### src/rtl/line_clear_scorer.sv
`default_nettype none
// ============================================================================
// Module      : line_clear_scorer
// Description : Converts piece-lock events (lines cleared, level) into a point
//               value, queues the points in a saturating pending accumulator
//               and drains them as one-cycle score pulses. Each high cycle of
//               score_o is exactly one point for the downstream display
//               counter. Pulses are separated by PULSE_GAP low cycles.
// Revision    : 1.0 - initial release
// ----------------------------------------------------------------------------
// Optional feature macro: SCORE_B2B_EN
//   Defined   : back-to-back flag; a 4-line clear following a 4-line clear
//               (with no 1-3 line clear in between) scores base 12, not 8.
//   Undefined : no flag; a 4-line clear always scores base 8.
// ----------------------------------------------------------------------------
// Ports:
//   clk             in   1        system clock
//   reset           in   1        asynchronous, active-high reset
//   lock_valid_i    in   1        one-cycle strobe: a piece locked this cycle
//   lines_cleared_i in   3        lines cleared by this lock (0-4 valid)
//   level_i         in   LEVEL_W  current level, sampled with lock_valid_i
//   score_o         out  1        one-cycle point pulse
//   pending_o       out  PEND_W   points not yet pulsed out
//   idle_o          out  1        FSM idle and nothing pending
//   overflow_o      out  1        sticky: an add saturated the accumulator
// ============================================================================
module line_clear_scorer #(
    parameter int PEND_W    = 8,
    parameter int PULSE_GAP = 1,
    parameter int LEVEL_W   = 4
) (
    input  logic               clk,
    input  logic               reset,
    input  logic               lock_valid_i,
    input  logic [2:0]         lines_cleared_i,
    input  logic [LEVEL_W-1:0] level_i,
    output logic               score_o,
    output logic [PEND_W-1:0]  pending_o,
    output logic               idle_o,
    output logic               overflow_o
);

    // Base points need 4 bits (max 12); level+1 needs LEVEL_W+1 bits.
    localparam int C_ADD_W = LEVEL_W + 5;
    // One extra bit above the wider operand so a saturating sum is visible.
    localparam int C_SUM_W = ((PEND_W > C_ADD_W) ? PEND_W : C_ADD_W) + 1;
    localparam int C_GAP_W = (PULSE_GAP > 1) ? $clog2(PULSE_GAP) : 1;

    localparam logic [PEND_W-1:0]  C_PEND_MAX = '1;
    localparam logic [C_GAP_W-1:0] C_GAP_LAST =
        C_GAP_W'((PULSE_GAP > 0) ? (PULSE_GAP - 1) : 0);

    typedef enum logic [1:0] {
        ST_IDLE  = 2'd0,
        ST_PULSE = 2'd1,
        ST_GAP   = 2'd2
    } state_t;

    state_t               state_q, state_d;
    logic [PEND_W-1:0]    pending_q, pending_d;
    logic                 overflow_q, overflow_d;
    logic [C_GAP_W-1:0]   gap_cnt_q, gap_cnt_d;

    logic [3:0]           w_base;
    logic [LEVEL_W:0]     w_level_p1;
    logic [C_ADD_W-1:0]   w_add;
    logic [C_ADD_W-1:0]   w_add_gated;
    logic                 w_dec;
    logic [C_SUM_W-1:0]   w_sum;
    logic                 w_sat;
    logic                 w_gap_last;

`ifdef SCORE_B2B_EN
    logic                 b2b_q, b2b_d;

    always_comb begin
        w_base = 4'd0;
        case (lines_cleared_i)
            3'd1:    w_base = 4'd1;
            3'd2:    w_base = 4'd3;
            3'd3:    w_base = 4'd5;
            3'd4:    w_base = b2b_q ? 4'd12 : 4'd8;
            default: w_base = 4'd0;
        endcase
    end

    // 4-line clear arms the flag, any 1-3 line clear disarms it; no-clear
    // locks (0 and the invalid 5-7) leave it alone.
    always_comb begin
        b2b_d = b2b_q;
        if (lock_valid_i) begin
            if (lines_cleared_i == 3'd4) begin
                b2b_d = 1'b1;
            end else if ((lines_cleared_i != 3'd0) && (lines_cleared_i < 3'd4)) begin
                b2b_d = 1'b0;
            end
        end
    end

    always_ff @(posedge clk or posedge reset) begin
        if (reset) begin
            b2b_q <= 1'b0;
        end else begin
            b2b_q <= b2b_d;
        end
    end
`else
    always_comb begin
        w_base = 4'd0;
        case (lines_cleared_i)
            3'd1:    w_base = 4'd1;
            3'd2:    w_base = 4'd3;
            3'd3:    w_base = 4'd5;
            3'd4:    w_base = 4'd8;
            default: w_base = 4'd0;
        endcase
    end
`endif

    assign w_level_p1  = {1'b0, level_i} + (LEVEL_W + 1)'(1);
    assign w_add       = C_ADD_W'(w_base) * C_ADD_W'(w_level_p1);
    assign w_add_gated = lock_valid_i ? w_add : '0;

    // The point is consumed on the edge that leaves PULSE. PULSE is only
    // entered with pending >= 1, so the subtraction never wraps.
    assign w_dec = (state_q == ST_PULSE);
    assign w_sum = C_SUM_W'(pending_q) + C_SUM_W'(w_add_gated) - C_SUM_W'(w_dec);
    assign w_sat = (w_sum > C_SUM_W'(C_PEND_MAX));

    always_comb begin
        pending_d  = w_sat ? C_PEND_MAX : w_sum[PEND_W-1:0];
        overflow_d = overflow_q | w_sat;
    end

    assign w_gap_last = (gap_cnt_q == C_GAP_LAST);

    // Next-state logic and Moore outputs.
    always_comb begin
        state_d   = state_q;
        gap_cnt_d = gap_cnt_q;
        score_o   = 1'b0;
        idle_o    = 1'b0;
        case (state_q)
            ST_IDLE: begin
                idle_o = (pending_q == '0);
                if (pending_q != '0) begin
                    state_d = ST_PULSE;
                end
            end
            ST_PULSE: begin
                score_o   = 1'b1;
                gap_cnt_d = '0;
                if (PULSE_GAP > 0) begin
                    state_d = ST_GAP;
                end else if (pending_d != '0) begin
                    // Zero-gap mode: keep pulsing while anything remains
                    // after this point (including a same-edge add).
                    state_d = ST_PULSE;
                end else begin
                    state_d = ST_IDLE;
                end
            end
            ST_GAP: begin
                if (w_gap_last) begin
                    gap_cnt_d = '0;
                    state_d   = (pending_q != '0) ? ST_PULSE : ST_IDLE;
                end else begin
                    gap_cnt_d = gap_cnt_q + C_GAP_W'(1);
                end
            end
            default: begin
                state_d   = ST_IDLE;
                gap_cnt_d = '0;
            end
        endcase
    end

    always_ff @(posedge clk or posedge reset) begin
        if (reset) begin
            state_q    <= ST_IDLE;
            pending_q  <= '0;
            overflow_q <= 1'b0;
            gap_cnt_q  <= '0;
        end else begin
            state_q    <= state_d;
            pending_q  <= pending_d;
            overflow_q <= overflow_d;
            gap_cnt_q  <= gap_cnt_d;
        end
    end

    assign pending_o  = pending_q;
    assign overflow_o = overflow_q;

endmodule
`default_nettype wire

### config.mk
export PLATFORM = sky130hd
export DESIGN_NAME = line_clear_scorer
export DESIGN_NICKNAME = d
export VERILOG_FILES = /design/src/rtl/line_clear_scorer.sv
export SDC_FILE = /design/constraint.sdc
export NUM_CORES = 1
export LEC_CHECK = 0
export ABC_CLOCK_PERIOD_IN_PS = 5000
export CELL_PAD_IN_SITES_DETAIL_PLACEMENT = 0
export CELL_PAD_IN_SITES_GLOBAL_PLACEMENT = 1
export CORE_MARGIN = 4
export CORE_UTILIZATION = 46
export DETAILED_ROUTE_END_ITERATION = 6
export DONT_BUFFER_PORTS = 1
export GPL_TIMING_DRIVEN = 1
export PLACE_DENSITY_LB_ADDON = 0.05
export REMOVE_ABC_BUFFERS = 1
export SYNTH_ARGS = -nofsm -noshare
export SYNTH_HDL_FRONTEND = slang
export SYNTH_SLANG_ARGS = --single-unit
### constraint.sdc
create_clock -name clk -period 5 [get_ports clk]
set_clock_uncertainty 0.2 [all_clocks]
set_input_delay 0.5 -clock clk [delete_from_list [all_inputs] [get_ports clk]]
set_output_delay 0.5 -clock clk [all_outputs]
set_load 0.05 [all_outputs]
* Yosys cells after proc, flatten, opt, wreduce, memory -nomap -nowiden
Cells that the tools add are included.
** Word-level totals
- Register bits after elaboration :: 12
- Output and inout bits :: 11
- Word-level logic and storage cells :: 34
** Cells by class
- Add/sub/neg operators :: 4
- Multiply operators :: 1
- Order comparisons :: 1
- Equality and inequality tests :: 8
- Mux-type cells :: 11
- Bitwise gates (word level) :: 1
- Reductions and logical operators :: 4
** Operators by type and width (count)
- $pmux 4 s4 :: 1
- $add 8x9->10 :: 1
- $gt 10x8->1 const B :: 1
- $sub 10x1->10 :: 1
- $mul 4x5->9 :: 1
- $mux 9 :: 1
- $logic_not 8->1 :: 1
- $mux 8 :: 1
- $reduce_bool 8->1 :: 1
- $eq 3x2->1 const B :: 2
- $pmux 2 s3 :: 1
- $add 4x1->5 const B :: 1
- $mux 1 :: 4
- $mux 2 :: 2
- $ne 2x2->1 const B :: 2
- $eq 3x1->1 const B :: 1
- $eq 3x3->1 const B :: 1
- $eq 2x1->1 const B :: 1
- $eq 2x2->1 const B :: 1
- $logic_not 2->1 :: 1
- $pmux 1 s2 :: 1
- $reduce_and 2->1 :: 1
- $add 1x1->1 const B :: 1
- $or 1x1->1 :: 1

* Longest topological paths before layout
- Depth after elaboration :: 8
- Depth in mapped cells :: 23
- Gate-level depth less buffers :: 23

* Least setup slack after synthesis
Ideal clock, no wire load.
- Kind :: input -> register
- Start :: input lines_cleared_i[2]
- End :: register overflow_q, in the netlist overflow_o
- Library setup time :: 0.124 ns
- Arrival :: 5.156 ns
- Required time :: 4.676 ns
- Slack :: -0.481 ns
- Stages :: 20
- Cell sequence :: or3b_1 -> or2_1 -> fa_1 -> fa_1 -> inv_1 -> ha_1 -> a21o_1 -> a21oi_1 -> xnor2_1 -> nand2_1 -> ha_1 -> inv_1 -> ha_1 -> and3_1 -> or2_1 -> clkbuf_2 -> or4_1 -> nand4_1 -> o22ai_2 -> or2_1
** On the way
- Cells in the longest elaborated chain, start to end :: 8
** Ends and longest elaborated chain
- start, declared :: RTL line 35 : input logic [2:0] lines_cleared_i,
- $eq 3x3->1, or another cell as far along :: RTL line 110 : case (lines_cleared_i)
- $pmux 4 s4 (*) :: RTL line 110
- $mul 4x5->9 (*) :: RTL line 121 : assign w_add = C_ADD_W'(w_base) * C_ADD_W'(w_level_p1);
- $mux 9 (*) :: RTL line 122 : assign w_add_gated = lock_valid_i ? w_add : '0;
- $add 8x9->10 (*) :: RTL line 127 : assign w_sum = C_SUM_W'(pending_q) + C_SUM_W'(w_add_gated) - C_SUM_W'(w_dec);
- $sub 10x1->10 (*) :: RTL line 127
- $gt 10x8->1 (*) :: RTL line 128 : assign w_sat = (w_sum > C_SUM_W'(C_PEND_MAX));
- $or 1x1->1 (*) :: RTL line 132 : overflow_d = overflow_q | w_sat;
- net overflow_d :: RTL line 61 : logic overflow_q, overflow_d;
- end signal, assigned :: RTL line 187 : overflow_q <= overflow_d;
- end, declared :: RTL line 61
Mark *: on every way through the listed nets, which the timed path passes. The rest lies on a longest branch.
A chain may end at the register's enable or synchronous reset.

* Worst setup path in the final report
- Start :: input lines_cleared_i[2]
- End :: register pending_q[2], in the netlist pending_o[2]
** On the way
- Cells in the longest elaborated chain, start to end :: 8
** Ends and longest elaborated chain
- $eq 3x3->1, or another cell as far along :: RTL line 110
- $pmux 4 s4 (*) :: RTL line 110
- $mul 4x5->9 (*) :: RTL line 121
- $mux 9 (*) :: RTL line 122
- $add 8x9->10 (*) :: RTL line 127
- $sub 10x1->10 (*) :: RTL line 127
- $gt 10x8->1 :: RTL line 128
- $mux 8 (*) :: RTL line 131 : pending_d = w_sat ? C_PEND_MAX : w_sum[PEND_W-1:0];
- net pending_d[2] :: RTL line 60 : logic [PEND_W-1:0] pending_q, pending_d;
- end signal, assigned :: RTL line 186 : pending_q <= pending_d;
- end, declared :: RTL line 60
Marked as above.

==> metrics.md <==
| Metric | Value |
|---|---|
| Via Count | `1488` |
| IO Count | `21` |
| Avg Synthesized Cell Area | `8.31 um2` |
| Critical Path RT | `4.96 ns` |
| Worst hold slack | `0.267 ns` |
| Unrepaired setup endpoints after global routing | `true` |
| Total gr overflow | `0` |
| DR vias/cell | `5.28` |
| Synthesized area | `1640 um2` |
| Max clock buf depth | `2` |
| Synth top area cells | `ha_1 24%, dfrtp_1 17%, fa_1 8.6%` |
| Startpoint types | `input port` |
| Initial core utilization | `48.3%` |
| Seq/Total Area, Yosys | `16.8%` |
| Post-route total power | `1110 uW` |
| Nets@finish | `285` |
| Status | `finished, violations left` |
| Setup CP Type | `in -> reg` |
| Placed insts | `273` |
| Area Growth Syn to Fin | `30.9%` |
| Initial antenna violation count | `0` |
| Layout cells sized above 1 | `27.5%` |
| DRT Wirelength | `3900 um` |
| Max Transition Viols Final | `0` |
| Final hold viol count | `0` |
| Final setup vio count | `8` |
| Leading cell type in the layout, fill and taps excluded | `buf_4` |
| DIE AREA | `4580 um2` |
| Vias in the first global route | `1487` |
| HPWL after DPL | `3100 um` |
| Die X | `67.7 um` |
| Failing checks | `setup timing` |
| Htree depth | `1` |
| Final std cells w/o fill | `282` |
| Rel. slew slack | `60.9%` |
| Root buf cell | `clkbuf_4` |
| Core area | `3390 um2` |
| Crit-path max FO | `8` |
| Pleak | `0.00108 uW` |
| Final worst path period share | `101%` |
| # port buffers | `0` |
| Min Tclk post-route | `5.04 ns` |
| TritonCTS Buffers | `3` |
| First-iteration detailed-routing DRC count | `71` |
| Clock Pin Slew Worst Setup and Hold Paths | `0.07 ns` |
| Synth cell types | `45` |
| Die Y | `67.7 um` |
| Post-synth EDFFs | `0` |
| GPL Wtd Cong | `0.820` |
| HP Class | `reg -> reg` |
| Total track usage | `19.0%` |
| Global-route wire length before repair | `6630 um` |
| Top_reg_cell synth | `dfrtp_1` |
| Worst vdd ir | `503 uV` |
| Synth Instances | `197` |
| Crit. End Element | `flop` |
| Fin worst setup slack | `-0.0421 ns` |
| Total clock sinks | `11` |
| TritonRoute pass-1 iters | `6` |
| Worst skew pair latency | `0.28 ns` |
| Largest area contributor in the netlist | `ha_1` |
| Syn. warnings | `0` |
| WL/cell | `13.8 um` |
| Worst Path Arrival | `5.01 ns` |
| Most frequent cells in the layout | `35 x buf_4, 33 x inv_1, 26 x ha_1` |
| Post-DRT Antenna Nets | `0` |
| Post-synth top area share | `23.7%` |
| Peak Freq | `198 MHz` |
| Filler instances | `291` |
| Post-synth ARST share | `100%` |
| #FFs+latches synth | `11` |
| Worst slew pin tran | `0.587 ns` |
| Number of diodes | `0` |
| Largest net degree at the start of global routing | `14` |
| Post-DP Area | `1930 um2` |
| Final instance area | `2140 um2` |
| Cell Rows | `21` |
| Power Dens Cells | `520 nW/um2` |
| DRC Markers | `0` |
| MaxCap Viol Count | `0` |
| CTS tree | `yes` |
==> synthesized netlist by cell type, types with 2 or more instances <==
cell / number
nand3b_1: 2
a21o_1: 3
ha_1: 31
nor4_1: 4
nand2_1: 11
nor2_1: 20
nand2b_1: 6
nor2b_1: 3
dfrtp_1: 11
fa_1: 7
nand3_1: 5
or2_1: 7
xor2_1: 3
a21oi_1: 8
nor3_1: 4
inv_1: 34
xnor2_1: 7
o31ai_1: 2
o21bai_1: 3
==> worst paths after layout <==
path | startpoint | endpoint | slack, ns | depth (start not counted)
min in group asynchronous | reset | state_q[1] | 0.44 | 2
max reg2reg | pending_o[6] | pending_o[2] | 1.81 | 10
max in group asynchronous | reset | pending_o[7] | 3.88 | 2
min reg2reg | state_q[1] | state_q[1] | 0.27 | 1
min | state_q[1] | state_q[1] | 0.27 | 1
max | lines_cleared_i[2] | pending_o[2] | -0.04 | 19
==> power by group <==
group	total (uW)	internal, uW	switching, uW
combinational	833	434	399
clock	61.4	31.0	30.4
sequential	220	116	104
total	1110	581	533
==> worst max-delay path: stages <==
cell	delay (ns)
or3b_4	0.38
or2_1	0.23
fa_1	0.46
fa_1	0.51
buf_4	0.16
fa_2	0.36
nor2b_4	0.14
o21ai_0	0.08
nand2_1	0.06
nand3_1	0.07
ha_1	0.28
inv_1	0.10
ha_4	0.21
a21o_1	0.19
or2_4	0.27
or4_1	0.50
nand4_1	0.19
o22ai_2	0.16
nand2b_1	0.16
==> metal layers <==
layer / part of all wire, % / GRT usage, % / wire [um] / vias up
met4: 0.56 / 3.29 / 22 / 0
met1: 47 / 25.2 / 1840 / 715
met3: 2.9 / 3.00 / 114 / 3
li1: - / - / - / 749
met2: 49 / 32.6 / 1920 / 21
met5: 0 / 0 / 0 / -
==> stage by stage <==
step / setup slack (ns) / TNS, ns / util, %
global placement: -0.470 / -3.89 / 56.8
CTS: -0.00407 / -0.0107 / 61.5
global route: -0.229 / -1.90 / 63.2
detailed placement: -0.543 / -4.56 / 56.8
finish: -0.0421 / -0.257 / 63.2
floorplan: -0.407 / -3.29 / -
==> kinds of logic after synthesis <==
kind of cell | count (synthesis) | synth area share (%)
simple gates | 73 | 23.9
fa+ha+maj | 38 | 32.2
buf+inv | 36 | 8.33
compound gates | 29 | 13.4
flops | 11 | 16.8
xor+xnor | 10 | 5.35
==> final cells by class <==
type	count	area, um2	share of cell area (%)
clock buffers	4	26.3	1.23
well taps	46	57.6	2.69
repair buffers	36	273	12.7
flip-flops and latches	11	275	12.8
inverters	34	128	5.95
multi-input cells	151	1380	64.6
==> sequential cells by signal, indices dropped and copies added (netlist names) <==
| name | count |
|---|---|
| pending_o | 8 |
| overflow_o | 1 |
| state_q | 2 |
==> timing repair <==
action | in CTS | in global routing
pin swaps | 19 | 6
endpoints found under the setup margin | 9 | 9
cloned | 1 | 0
hold endpoints to repair | 11 | 0
hold buffers | 1 | 0
gates resized for setup | 19 | 8
buffers inserted | 2 | 1
(Power assumes the default switching activity.)
